<file path="config.mk">
export PLATFORM = sky130hd
export DESIGN_NAME = cla_pipe_adder
export DESIGN_NICKNAME = d
export VERILOG_FILES = /design/src/rtl/cla_pipe_adder.sv
export SDC_FILE = /design/constraint.sdc
export NUM_CORES = 1
export LEC_CHECK = 0
export CAP_MARGIN = 30
export CORE_ASPECT_RATIO = 0.75
export CORE_MARGIN = 1.5
export CORE_UTILIZATION = 56
export DETAILED_ROUTE_END_ITERATION = 16
export PLACE_DENSITY = 0.85
export SLEW_MARGIN = 20
export SYNTH_ARGS = -nofsm -noshare
export SYNTH_HDL_FRONTEND = slang
export SYNTH_SLANG_ARGS = --single-unit
</file>
<file path="constraint.sdc">
create_clock -name i_clk -period 2.75 [get_ports i_clk]
set_input_delay 0.55 -clock i_clk [delete_from_list [all_inputs] [get_ports i_clk]]
set_output_delay 0.55 -clock i_clk [all_outputs]
set_load 0.05 [all_outputs]
</file>
<file path="src/rtl/cla_pipe_adder.sv">
`default_nettype none
// ============================================================================
// cla_pipe_adder : pipelined carry-lookahead adder/subtractor, WIDTH bits split
// into STAGES slices. Flags built only with `define CLA_PIPE_FLAGS_EN. Rev 1.0
// ============================================================================

module cla_pipe_adder #(
  parameter int WIDTH  = 32,
  parameter int STAGES = 4
) (
  input  logic             i_clk,
  input  logic             i_rst_n,
  input  logic             i_valid,
  output logic             o_ready,
  input  logic [WIDTH-1:0] i_a,
  input  logic [WIDTH-1:0] i_b,
  input  logic             i_cin,
  input  logic             i_sub,
  output logic             o_valid,
  input  logic             i_ready,
  output logic [WIDTH-1:0] o_sum,
  output logic             o_carry,
  output logic             o_ovf,
  output logic             o_zero
);

  localparam int SLICE = WIDTH / STAGES;
  localparam int NG    = SLICE / 4;
  localparam int LAST  = STAGES - 1;

  typedef struct packed {
    logic [SLICE-1:0] sum;
    logic             cout;
    logic             cmsb;
  } slice_t;

  // One pipeline stage: skewed operands, de-skewed partial sum, carry into
  // the next slice and the carry into the slice MSB (overflow source).
  typedef struct packed {
    logic [WIDTH-1:0] a;
    logic [WIDTH-1:0] b;
    logic [WIDTH-1:0] sum;
    logic             cout;
    logic             cmsb;
  } stage_t;

  function automatic slice_t cla_slice(input logic [SLICE-1:0] a,
                                       input logic [SLICE-1:0] b,
                                       input logic             cin);
    logic [SLICE-1:0] g, p, c;
    logic [NG-1:0]    gg, gp;
    logic [NG:0]      gc;
    logic             term;
    slice_t           r;
    g = a & b;
    p = a ^ b;
    for (int j = 0; j < NG; j++) begin
      gg[j] = g[4*j+3] | (p[4*j+3] & g[4*j+2]) | (p[4*j+3] & p[4*j+2] & g[4*j+1])
            | (p[4*j+3] & p[4*j+2] & p[4*j+1] & g[4*j]);
      gp[j] = &p[4*j +: 4];
    end
    // Group carries as flat sum-of-products over all lower groups.
    for (int j = 0; j <= NG; j++) begin
      gc[j] = cin;
      for (int m = 0; m < j; m++) gc[j] = gc[j] & gp[m];
      for (int m = 0; m < j; m++) begin
        term = gg[m];
        for (int n = m + 1; n < j; n++) term = term & gp[n];
        gc[j] = gc[j] | term;
      end
    end
    for (int j = 0; j < NG; j++) begin
      c[4*j]   = gc[j];
      c[4*j+1] = g[4*j] | (p[4*j] & gc[j]);
      c[4*j+2] = g[4*j+1] | (p[4*j+1] & g[4*j]) | (p[4*j+1] & p[4*j] & gc[j]);
      c[4*j+3] = g[4*j+2] | (p[4*j+2] & g[4*j+1]) | (p[4*j+2] & p[4*j+1] & g[4*j])
               | (p[4*j+2] & p[4*j+1] & p[4*j] & gc[j]);
    end
    r.sum  = p ^ c;
    r.cout = gc[NG];
    r.cmsb = c[SLICE-1];
    return r;
  endfunction

  logic              adv;
  stage_t            st_q [STAGES];
  stage_t            st_d [STAGES];
  logic [STAGES-1:0] v_q;
  logic [STAGES-1:0] v_d;
  stage_t            w_cur;
  slice_t            w_res;

  assign adv     = ~v_q[LAST] | i_ready;
  assign o_ready = adv;
  assign o_valid = v_q[LAST];
  assign o_sum   = st_q[LAST].sum;

  always_comb begin
    w_cur = '0;
    w_res = '0;
    v_d   = '0;
    for (int k = 0; k < STAGES; k++) begin
      st_d[k] = '0;
      if (k == 0) begin
        w_cur.a    = i_a;
        w_cur.b    = i_sub ? ~i_b : i_b;
        w_cur.sum  = '0;
        w_cur.cout = i_sub | i_cin;
        w_cur.cmsb = 1'b0;
        v_d[k]     = i_valid;
      end else begin
        w_cur  = st_q[(k > 0) ? k - 1 : 0];
        v_d[k] = v_q[(k > 0) ? k - 1 : 0];
      end
      w_res = cla_slice(w_cur.a[k*SLICE +: SLICE], w_cur.b[k*SLICE +: SLICE], w_cur.cout);
      st_d[k]                      = w_cur;
      st_d[k].sum[k*SLICE +: SLICE] = w_res.sum;
      st_d[k].cout                 = w_res.cout;
      st_d[k].cmsb                 = w_res.cmsb;
    end
  end

  always_ff @(posedge i_clk or negedge i_rst_n) begin
    if (!i_rst_n) begin
      v_q <= '0;
      for (int k = 0; k < STAGES; k++) st_q[k] <= '0;
    end else if (adv) begin
      v_q <= v_d;
      for (int k = 0; k < STAGES; k++) st_q[k] <= st_d[k];
    end
  end

`ifdef CLA_PIPE_FLAGS_EN
  logic ovf_q;
  logic zero_q;

  always_ff @(posedge i_clk or negedge i_rst_n) begin
    if (!i_rst_n) begin
      ovf_q  <= 1'b0;
      zero_q <= 1'b0;
    end else if (adv) begin
      ovf_q  <= st_d[LAST].cout ^ st_d[LAST].cmsb;
      zero_q <= ~|st_d[LAST].sum;
    end
  end

  assign o_carry = st_q[LAST].cout;
  assign o_ovf   = ovf_q;
  assign o_zero  = zero_q;
`else
  assign o_carry = 1'b0;
  assign o_ovf   = 1'b0;
  assign o_zero  = 1'b0;
`endif

endmodule

`default_nettype wire

</file>
==> impl_metrics.ini <==
[final_layout]
synthToLayoutAreaGrowth_pct = 19.3
layout-drive-gt1-share_pct = 5.73
final_nets = 1109
diodes = 0
layout.cells.non_filler = 1212
fillerInstances = 1085
multi_input_area_mm2 = 0.00345
seqCellArea_mm2 = 0.00458

[route]
viasPerCell = 5.14
firstDrtPassIters = 5
drc = 0
vias = 6229
dr.first_iter.drc_count = 452
drt_wl_total_um = 17200
post_drt_wl_per_cell_um = 14.2
final_antenna_net_count = 0

[global_route]
grt_usage_pct = 23.0
grt_pass1_vias = 6048
grt-ovfl-total = 0
antenna_found_initial = 0
grt_pass1_wl_um = 29100
grt_max_degree = 79

[critical_path]
criticalPathCategory = in -> reg
cp.arrival_ps = 2860
cp-end-kind = flop
critPathRequiredTime_ps = 3090
crit_fanout = 3
ff2ff_path_depth = 7
startpoint_type = primary input

[timing]
slew_headroom_pct = 53.5
fin_skew_ps = 12.3
setup_violations = 0
rsz0062_at_grt = no
finalCritPeriodShare_pct = 91.4
postLayoutSetupSlackWorst_ps = 235
fmax_ghz = 0.398
worstMarginPinSlew_ps = 691
hold_violations = 0
tns_ps = 0
slew_viol_final = 0
period_minus_slack_ps = 2510

[floorplan]
dieArea_mm2 = 0.0160
rows = 38
core_mm2 = 0.0147
io_pins = 107
start_util_pct = 58.2
chipHeight_um = 110
die_w_um = 146

[clock_tree]
cts.sink_count = 183
hold_buffers = 0
h-tree-depth = 4
cts_max_path_buffers = 2
cts_resized = 0
cts_root_buf = clkbuf_16
cts_tree = yes
clock_latency_ps = 420
post-cts-setup-buffer-count = 0
cts_buffers = 17
clk_pin_slew_worst_paths_ps = 70

[logic_synthesis]
yosysWarnings = 0
ys_top_cells_by_area = dfrtp_1, nand2_1, ha_1
synth.yosys.seq_area_share_pct = 53.5
avgSynthCellArea_um2 = 9.12
ys_types = 39
synth_seq_cells = 183
syn_inst = 938
yosys.area.top_type = dfrtp_1
yosysTopAreaCellShare_pct = 53.5
synthesis.area_mm2 = 0.00856

[outcome]
status = finished clean

[place]
port_buffers = 103
gp_congestion = 0.846
hpwl_um = 11900
dpl.cell_count = 1181
place_ws_ps = -135

[min_path]
hp-class = in -> async

[job]
cap_violations = 0

[pwr]
power_density_mw_per_mm2 = 1210
p_leak_nw = 4.97
irDropWorstVdd_uv = 521
## synthesized netlist by cell type
master     count
nand2_1      427
dfrtp_1      183
o21ai_0       40
buf_4         35
buf_2         31
ha_1          31
xnor2_1       30
a21oi_1       19
inv_1         17
nor2_1        16
xor2_1        14
clkbuf_1      12
fa_1           8
o31ai_1        8
a211oi_1       7
nor4_1         6
o31a_1         6
a21o_1         5
nand3_1        5
nor3_1         5
o21a_1         4
o21bai_1       4
a211oi_2       3
o21ai_1        3
and3_1         2
nand2b_1       2
o22ai_1        2
o41ai_1        2
a21boi_0       1
buf_6          1
conb_1         1
nor2b_1        1
o2111a_1       1
o2111ai_1      1
o211a_1        1
o211ai_4       1
or2_2          1
or3_1          1
or4_1          1
## placed cells by master, fill, tap and decap left out, drive strengths merged, types with 2 or more instances in the layout
cell type,synthesis,final
nor4,6,6
buf,67,20
clkbuf,12,18
o21ai,43,43
o31ai,8,8
a211oi,10,10
nor2,16,16
inv,17,21
o31a,6,6
xor2,14,14
ha,31,31
clkdlybuf4s50,0,100
o41ai,2,2
dfrtp,183,183
nand3,5,5
nand2,427,427
a21o,5,5
o22ai,2,2
clkinvlp,0,2
o21bai,4,4
fa,8,8
nand2b,2,2
clkinv,0,3
a21oi,19,19
o21a,4,4
nor3,5,5
and3,2,2
conb,1,3
bufinv,0,4
xnor2,30,30
## kinds of logic after synthesis
group	Yosys count	synth area share, %
AO/OA/AOI/OAI	108	8.18
XOR/XNOR	44	4.50
other	1	0.0438
adder cells (fa/ha/maj)	39	6.41
AND/OR/NAND/NOR	467	21.1
flip-flops	183	53.5
buffers and inverters	96	6.29
## power breakdown
group	internal, mW	switching (mW)
logic	1.96	3.16
registers	3.90	0.743
clock network	1.55	1.04
total	7.42	4.94
## routing by layer
metal	part of all wire [%]	track usage (%)	vias to the layer above	wire, um
met5	0	0	-	0
met4	1.3	7.73	0	218
met3	4.3	3.99	22	735
met2	44	35.3	150	7630
met1	50	33.6	2966	8590
li1	-	-	3091	-
## worst max-delay path: stages
cell	delay (ps)
clkdlybuf4s50_1	410
xor2_1	160
ha_1	370
a21oi_1	110
a21boi_0	300
o21a_1	180
nor2_1	70
fa_1	400
xor2_1	170
a21oi_1	140
## worst paths after layout
path	endpoint	slack (ps)	from
setup / recovery	st_d[203]	240	i_b[1]
hold / removal	st_d[259]	80	i_rst_n
setup reg to reg	o_sum[29]	500	st_d[58]
hold reg to reg	o_sum[6]	470	o_sum[6]
max in group asynchronous	st_d[250]	1920	i_rst_n
min in group i_clk	o_sum[6]	470	o_sum[6]
## through the flow
| step | utilization (%) | total power, mW | area (um2) | hold WS (ps) |
|---|---|---|---|---|
| after floorplan | - | 8.50 | 8560 | 254 |
| after global placement | 65.2 | 9.52 | 9580 | 439 |
| after detailed placement | 65.2 | 9.74 | 9580 | 455 |
| after CTS | 69.5 | 12.4 | 10200 | 88.1 |
| after global routing | 69.5 | 13.2 | 10200 | 116 |
| final | 69.5 | 12.4 | 10200 | 77.5 |
## sequential cells by signal (all words and copies together), names as in the netlist
signal and cells:
st_d 144, o_sum 32, v_q 4, st_q 3
## final cells by class
| cell class | count | area share (%) |
|---|---|---|
| Tap cell | 200 | 2.45 |
| Clock inverter | 13 | 1.89 |
| Sequential cell | 183 | 44.9 |
| Clock buffer | 18 | 4.30 |
| Inverter | 17 | 0.650 |
| Timing Repair Buffer | 120 | 12.0 |
| Multi-Input combinational cell | 661 | 33.8 |
(Power assumes the default switching activity.)
